$ cat src/rtl/pipeline_pkg.sv
// Shared pipeline definitions: register index width,
// result-latency classes and a constant clog2 helper.
package pipeline_pkg;

  localparam int REG_W = 5;

  typedef enum logic [1:0] {
    LAT_ALU  = 2'd0,
    LAT_LOAD = 2'd1,
    LAT_MD   = 2'd2
  } lat_e;

  function automatic int clog2(input int v);
    int r;
    r = 0;
    for (int i = 0; i < 31; i++)
      if ((1 << i) < v) r = i + 1;
    return r;
  endfunction

  function automatic lat_e lat_class(
    input logic is_load,
    input logic is_md
  );
    if (is_load) return LAT_LOAD;
    if (is_md) return LAT_MD;
    return LAT_ALU;
  endfunction

endpackage

$ cat src/rtl/reg_countdown.sv
// Load-or-decrement countdown; busy while nonzero.
// Ports: clk, rst (async low), en, ld, ld_val -> busy.
module reg_countdown #(
  parameter int CW = 3
) (
  input  logic          clk,
  input  logic          rst,
  input  logic          en,
  input  logic          ld,
  input  logic [CW-1:0] ld_val,
  output logic          busy
);

  logic [CW-1:0] cnt;

  always_ff @(posedge clk or negedge rst) begin
    if (!rst) begin
      cnt <= '0;
    end else if (en) begin
      if (ld)
        cnt <= ld_val;
      else if (cnt != '0)
        cnt <= cnt - CW'(1);
    end
  end

  assign busy = (cnt != '0);

endmodule

$ cat src/rtl/hazard_scoreboard.sv
// ID-stage interlock: per-register pending countdowns,
// mult/div busy, flush/hold control, stall counter.
// Ports: clk, rst, id_* fields, flush, mem_hold ->
//   pc_write, if_id_write, id_ex_bubble, issue,
//   stall_cycles.
module hazard_scoreboard
  import pipeline_pkg::*;
#(
  parameter int REG_W    = pipeline_pkg::REG_W,
  parameter int LOAD_LAT = 1,
  parameter int MD_LAT   = 4,
  parameter int PERF_W   = 16
) (
  input  logic              clk,
  input  logic              rst,
  input  logic              id_valid,
  input  logic [REG_W-1:0]  id_rs,
  input  logic [REG_W-1:0]  id_rt,
  input  logic              id_rs_used,
  input  logic              id_rt_used,
  input  logic [REG_W-1:0]  id_rd,
  input  logic              id_rd_we,
  input  logic              id_is_load,
  input  logic              id_is_md,
  input  logic              flush,
  input  logic              mem_hold,
  output logic              pc_write,
  output logic              if_id_write,
  output logic              id_ex_bubble,
  output logic              issue,
  output logic [PERF_W-1:0] stall_cycles
);

  localparam int NUM_REGS = 2 ** REG_W;
  localparam int MAX_LAT  =
    (LOAD_LAT > MD_LAT) ? LOAD_LAT : MD_LAT;
  localparam int CW = clog2(MAX_LAT + 1);

  logic [NUM_REGS-1:0] pend;
  logic                md_busy;
  logic                run;
  logic                raw;
  logic                waw;
  logic                str_haz;
  logic                hazard;
  logic                stall;
  lat_e                cls;
  logic [CW-1:0]       ld_val;
  logic [PERF_W-1:0]   perf;

  assign run = ~mem_hold;
  assign cls = lat_class(id_is_load, id_is_md);

  // ALU results are forwarded, so they
  // reload the counter with zero.
  always_comb begin
    ld_val = '0;
    case (cls)
      LAT_LOAD: ld_val = CW'(LOAD_LAT);
      LAT_MD:   ld_val = CW'(MD_LAT);
      default:  ld_val = '0;
    endcase
  end

  // $0 is hardwired, so it never gets a counter.
  assign pend[0] = 1'b0;

  for (genvar r = 1; r < NUM_REGS; r++) begin : g_reg
    reg_countdown #(.CW(CW)) u_cnt (
      .clk    (clk),
      .rst    (rst),
      .en     (run),
      .ld     (issue & id_rd_we &
               (id_rd == REG_W'(r))),
      .ld_val (ld_val),
      .busy   (pend[r])
    );
  end

  reg_countdown #(.CW(CW)) u_md (
    .clk    (clk),
    .rst    (rst),
    .en     (run),
    .ld     (issue & id_is_md),
    .ld_val (CW'(MD_LAT)),
    .busy   (md_busy)
  );

  assign raw = id_valid &
    ((id_rs_used & pend[id_rs]) |
     (id_rt_used & pend[id_rt]));
  assign waw = id_valid & id_rd_we & pend[id_rd];
  assign str_haz = id_valid & id_is_md & md_busy;
  assign hazard = raw | waw | str_haz;

  assign stall = hazard & ~flush;
  assign issue = id_valid & ~hazard & ~flush & run;
  assign pc_write = ~stall & run;
  assign if_id_write = ~stall & run;
  assign id_ex_bubble = (stall | flush) & run;

  always_ff @(posedge clk or negedge rst) begin
    if (!rst)
      perf <= '0;
    else if (stall & run & ~&perf)
      perf <= perf + PERF_W'(1);
  end

  assign stall_cycles = perf;

endmodule
$ cat config.mk
export PLATFORM = sky130hd
export DESIGN_NAME = hazard_scoreboard
export DESIGN_NICKNAME = d
export VERILOG_FILES = /design/src/rtl/pipeline_pkg.sv /design/src/rtl/reg_countdown.sv /design/src/rtl/hazard_scoreboard.sv
export SDC_FILE = /design/constraint.sdc
export NUM_CORES = 1
export LEC_CHECK = 0
export ABC_CLOCK_PERIOD_IN_PS = 3100
export CORE_ASPECT_RATIO = 1.1
export CORE_MARGIN = 2
export CORE_UTILIZATION = 35
export DETAILED_ROUTE_END_ITERATION = 8
export PLACE_DENSITY = 0.61
export RECOVER_POWER = 25
export SYNTH_ARGS = -nofsm -noshare
export SYNTH_HDL_FRONTEND = slang
export SYNTH_SLANG_ARGS = --single-unit
$ cat constraint.sdc
create_clock -name clk -period 3.1 [get_ports clk]
set_input_delay 0.31 -clock clk [delete_from_list [all_inputs] [get_ports clk]]
set_output_delay 0.31 -clock clk [all_outputs]
set_load 0.05 [all_outputs]
==> impl_metrics.yaml, run 1 <==
yosys:
  syn_area_sq_um: 8570
  syn_area_per_cell_sq_um: 8.87
  synth_seq_area_share: 0.327
  synthTopCellsByArea: "dfrtp_1, ha_1, inv_1"
  synth_warnings: 0
  async_flop_share: 1.00
  synth-edff-count: 0
  synth_fp_nets: 1056
  synth_cells: 966
  yosysTopAreaCell: "dfrtp_1"
  synth-seq-cells: 112
  synth_top_cell_area_share: 0.327
  ys.flop_type: "dfrtp_1"
  synthDistinctLibCells: 65
layout:
  drive_gt1_frac: 0.305
  ff_latch_area_sq_um: 2800
  area_delta_synth_final_pct: 38.0
  fin_cells: 1514
  antenna_cells: 0
  multiInputGateArea_sq_um: 5480
  num-fill-cells: 2232
  fin_nets: 1290
  final_core_util: 0.488
critical_path:
  r2r-start: "g_reg[21].u_cnt.cnt[0]"
  timing.rr.end: "g_reg[6].u_cnt.cnt[2]"
  crit_arrival_ns: 3.04
  worstPathCellList: "inv_2, ha_4, ha_4, buf_6, mux4_2, mux4_2, nor2_4, or4_4, nor3_4, nor3b_2, nor2_4, buf_12"
  path_depth: 12
  slowest_stage: "mux4_2"
  path_max_fanout: 3
  reg2reg_setup_slack_ns: 0.01
  cp-end-kind: "primary output"
  worstSetupStartpointType: "flip-flop"
  cp.required_ns: 2.79
  reg2regPathDepth: 13
  path_buf_inv: 3
  slowest_delay_ns: 0.54
  path_delay_family: "multiplexers"
  criticalPathCategory: "reg2out"
timing:
  hold_viol: 0
  tightestPinTransition_ns: 1.47
  drv_slew: 0
  rsz0062_at_grt: "yes"
  post-route-min-period_ns: 3.35
  fin_crit_sh: 1.08
  fmax_mhz: 299
  setup_viol: 4
  setup_slack_ns: -0.250
  final.setup_skew_ns: 0.0117
  slew_headroom: 0.0171
min_path:
  hp-class: "in2async"
placed_design:
  hpwl_mm: 17.1
  gp_congestion: 0.889
  port_buffers: 44
  placed_cells: 1431
routing:
  drt_first_pass_iters: 5
  ant_nets: 0
  via_count: 8290
  drt-vias-per-instance: 5.48
  wire_per_inst_um: 17.0
  drt_iter0_markers: 559
  finalWirelength_mm: 25.7
  remaining_drc_errors: 0
clock_network:
  clkLatencyLatePin_ns: 0.37
  cts-root-buf: "clkbuf_16"
  h-tree-depth: 3
  ctsLongestPathBuffers: 2
  clk_pin_slew_worst_paths_ns: 0.08
  cts.sinks: 112
  postCtsHoldBufs: 0
  cts_buffers: 9
  cts_tree: "built"
global_route:
  grt_overflow: 0
  grt_pass1_vias: 8145
  antenna_found_initial: 0
  track_usage: 0.202
  grt_pass1_wl_mm: 42.3
  grt_max_degree: 60
flow_run:
  max_cap_viol_count: 0
die:
  rows: 60
  die_y_um: 168
  die_w_um: 153
  core_area_sq_um: 24200
  ioPinCount: 45
  start_util: 0.353
  dieArea_sq_um: 25800
pwr:
  p_leak_uw: 0.00554
  ir_drop_mv: 0.416
  power.density_nw_per_um2: 820
outcome:
  status: "finished with violations"
  violations: "negative setup slack"
## synth_stat cells, types with 4 or more instances
cell type,count
dfrtp_1,112
inv_1,109
nand2_1,91
nor2_1,79
ha_1,65
o21ai_0,64
nor3_1,48
o211a_1,36
a21oi_1,30
nand3_1,27
clkbuf_1,25
a22oi_1,19
a311oi_1,19
a211oi_2,18
o211ai_1,18
a211oi_1,13
and3_1,13
xor2_1,13
mux4_2,12
buf_1,9
buf_2,9
mux4_1,9
or2_1,9
mux2i_1,8
nor2b_1,8
and4_1,7
or2_0,7
buf_6,6
o31ai_1,6
a31oi_1,5
buf_4,5
clkbuf_2,4
mux2_2,4
nand2b_1,4
nand3b_1,4
nor3b_1,4
## how the worst max path moves through the flow
stage | start | endpoint
2_1_floorplan | g_reg[22].u_cnt.cnt[0] | pc_write
3_3_place_gp | id_rs[1] | g_reg[7].u_cnt.cnt[1]
3_5_place_dp | id_rs[1] | g_reg[7].u_cnt.cnt[2]
5_1_grt | g_reg[21].u_cnt.cnt[0] | pc_write
4_1_cts | g_reg[21].u_cnt.cnt[0] | issue
6_report | g_reg[21].u_cnt.cnt[0] | pc_write
## registers in the layout, indices dropped and copies added, names as in the netlist
register / count
g.u_cnt.cnt: 93
u_md.cnt: 3
stall_cycles: 16
## metal layers
layer / GRT usage / vias up / wire (um)
li1: - / 3972 / -
met1: 0.266 / 4044 / 11400
met2: 0.345 / 222 / 12500
met3: 0.0214 / 52 / 1080
met4: 0.0753 / 0 / 758
met5: 0 / - / 0
## per-stage QoR
step	instance area [sq um]	hold slack [ns]	TNS [ns]	setup WS, ns	power (uW)
6_report	11800	0.285	-0.901	-0.250	9700
5_1_grt	11800	0.413	-2.21	-0.332	10500
4_1_cts	11600	0.0294	-1.24	-0.322	9280
3_5_place_dp	10500	0.432	-14.74	-0.419	7170
3_3_place_gp	10500	0.428	-14.00	-0.410	7020
2_1_floorplan	8590	0.0144	-0.165	-0.157	5340
## repair_timing
action,CTS,global route
gates resized for setup,69,48
endpoints found under the setup margin,74,84
buffers inserted,65,14
gates cloned,1,0
pin swaps,22,21
## placed cells by master (no fill, tap or decap), types with 28 or more instances in the layout
cell               n
ha_1              28
o21ai_0           64
nor2_1            75
buf_6             29
inv_1             99
buf_4            199
a21oi_1           30
dfrtp_1          112
nand2_1           90
o211a_1           36
nor3_1            48
clkdlybuf4s50_1   38
## cell type report
cell class,instances,area share
flip-flops and latches,112,0.237
clock inverters,6,0.00582
multi-input cells,688,0.463
repair buffers,280,0.207
clock buffers,9,0.0190
well taps,310,0.0328
inverters,109,0.0346
## kinds of logic after synthesis
| group | Yosys count | share of synthesized area |
|---|---|---|
| muxes | 34 | 0.0750 |
| buffers and inverters | 167 | 0.0825 |
| AOI/OAI and AO/OA | 245 | 0.216 |
| DFF | 112 | 0.327 |
| and+or+nand+nor | 327 | 0.188 |
| adders and majority gates | 65 | 0.0949 |
| xor gates and xnor gates | 16 | 0.0164 |
## power breakdown
group          leakage [uW]  total (uW)  internal, uW  switching (uW)
Combinational       0.00408        6000          3250            2750
Clock              0.000142        1220           629             596
Sequential          0.00132        2470          2130             347
Total               0.00554        9700          6010            3690
Power figures use the tool's default switching activity.
==> run 2: changes to the inputs <==
CTS_CLUSTER_SIZE = 14   (was unset)
==> results of run 2 <==
The final DEF is identical to that of run 1; final timing and power are the same.
==> run 3: changes to the inputs <==
CAP_MARGIN = 20   (was unset)
==> impl_metrics.yaml, run 3 (same netlist as run 1, synthesis figures left out) <==
outcome:
  status: "finished with violations"
  violations: "negative setup slack"
min_path:
  hp-class: "in2async"
die:
  start_util: 0.353
  die_w_um: 153
  core_area_sq_um: 24200
  ioPinCount: 45
  rows: 60
  dieArea_sq_um: 25800
  die_y_um: 168
pwr:
  power.density_nw_per_um2: 794
  totalPowerFinal_uw: 9130
  p_leak_uw: 0.00535
  ir_drop_mv: 0.354
critical_path:
  path_delay_family: "multiplexers"
  path_buf_inv: 3
  worstPathCellList: "inv_2, ha_4, ha_4, buf_6, mux4_2, mux4_2, nor2_4, or4_4, nor3_4, nor3b_2, nor2_4, buf_12"
  criticalPathCategory: "reg2out"
  slowest_delay_ns: 0.54
  crit_arrival_ns: 3.01
  cp.required_ns: 2.79
  slowest_stage: "mux4_2"
  cp-end-kind: "primary output"
  worstSetupStartpointType: "flip-flop"
  path_max_fanout: 3
global_route:
  grt_pass1_vias: 7887
  track_usage: 0.192
  grt_pass1_wl_mm: 40.2
  antenna_found_initial: 0
  grt_overflow: 0
  grt_max_degree: 60
timing:
  post-route-min-period_ns: 3.32
  final.setup_skew_ns: 0.00993
  tightestPinTransition_ns: 1.47
  hold_viol: 0
  rsz0062_at_grt: "yes"
  fmax_mhz: 301
  setup_tns_ns: -0.837
  setup_viol: 5
  drv_slew: 0
  fin_crit_sh: 1.07
  setup_slack_ns: -0.224
  slew_headroom: 0.0211
  hold_ws_ns: 0.283
flow_run:
  max_cap_viol_count: 0
clock_network:
  cts.sinks: 112
  cts_buffers: 9
  clkLatencyLatePin_ns: 0.37
  cts_tree: "built"
  cts-root-buf: "clkbuf_16"
  clk_pin_slew_worst_paths_ns: 0.08
  ctsLongestPathBuffers: 2
  h-tree-depth: 3
  postCtsHoldBufs: 0
layout:
  area_delta_synth_final_pct: 34.3
  largest_reg_flops: 93
  final_common_cell: "buf_4"
  layout_common_cells: "buf_4, dfrtp_1, inv_1"
  multiInputGateArea_sq_um: 5470
  ff_latch_area_sq_um: 2800
  drive_gt1_frac: 0.292
  antenna_cells: 0
  fin_nets: 1256
  fin_cells: 1481
  top_register: "g.u_cnt.cnt"
  num-fill-cells: 2312
  final_core_util: 0.474
routing:
  drt_iter0_markers: 577
  wire_per_inst_um: 16.5
  ant_nets: 0
  drt-vias-per-instance: 5.37
  remaining_drc_errors: 0
  via_count: 7951
  drt_first_pass_iters: 5
  finalWirelength_mm: 24.4
placed_design:
  gp_congestion: 0.889
  port_buffers: 44
  placed_cells: 1432
  hpwl_mm: 17.1
[run 3: worst register-to-register path: cells and delay by family, from the launching register on]
family / cells / cell delay [ns]
XOR/XNOR: 1 / 0.17
adder cells (fa/ha/maj): 2 / 0.32
buffers and inverters: 6 / 0.67
flip-flops: 1 / 0.37
multiplexers: 2 / 1.01
AND/OR/NAND/NOR: 4 / 0.51
[run 3: through the flow]
step / setup WS, ns / area (sq um)
floorplan: -0.157 / 8590
global placement: -0.410 / 10500
detailed placement: -0.249 / 10500
CTS: -0.294 / 11200
global route: -0.326 / 11500
finish: -0.224 / 11500
[run 3: final cells by class]
type                    instances  share of cell area
well taps                     310              0.0337
multi-input cells             687               0.475
flip-flops and latches        112               0.244
clock inverters                 6             0.00457
repair buffers                247               0.187
clock buffers                  10              0.0208
inverters                     109              0.0356
[run 3: metal layers]
metal	global-route usage	up-vias	share of wire
li1	-	3893	-
met1	0.251	3825	0.45
met2	0.326	187	0.49
met3	0.0190	46	0.036
met4	0.0793	0	0.031
met5	0	-	0
[run 3: report_power, final]
group	internal [uW]	switching [uW]
combinational	2900	2570
sequential	2130	341
clock	581	611
[run 3: final timing paths]
kind	startpoint	to	slack, ns	depth (start not counted)
worst max-delay path	g_reg[31].u_cnt.cnt[0]	pc_write	-0.22	12
worst min-delay path	rst	stall_cycles[5]	0.28	1
worst max register to register	g_reg[31].u_cnt.cnt[0]	stall_cycles[7]	-0.01	15
worst min register to register	stall_cycles[14]	stall_cycles[14]	0.49	1
max in group asynchronous	rst	stall_cycles[15]	1.90	2
min in group clk	mem_hold	g_reg[10].u_cnt.cnt[0]	0.46	3
[run 3: repair_timing]
item                       CTS  global route
gates cloned                 0             0
setup endpoints to repair   44            68
setup buffers               18            17
resized for setup           65            44
pin swaps                   16            16
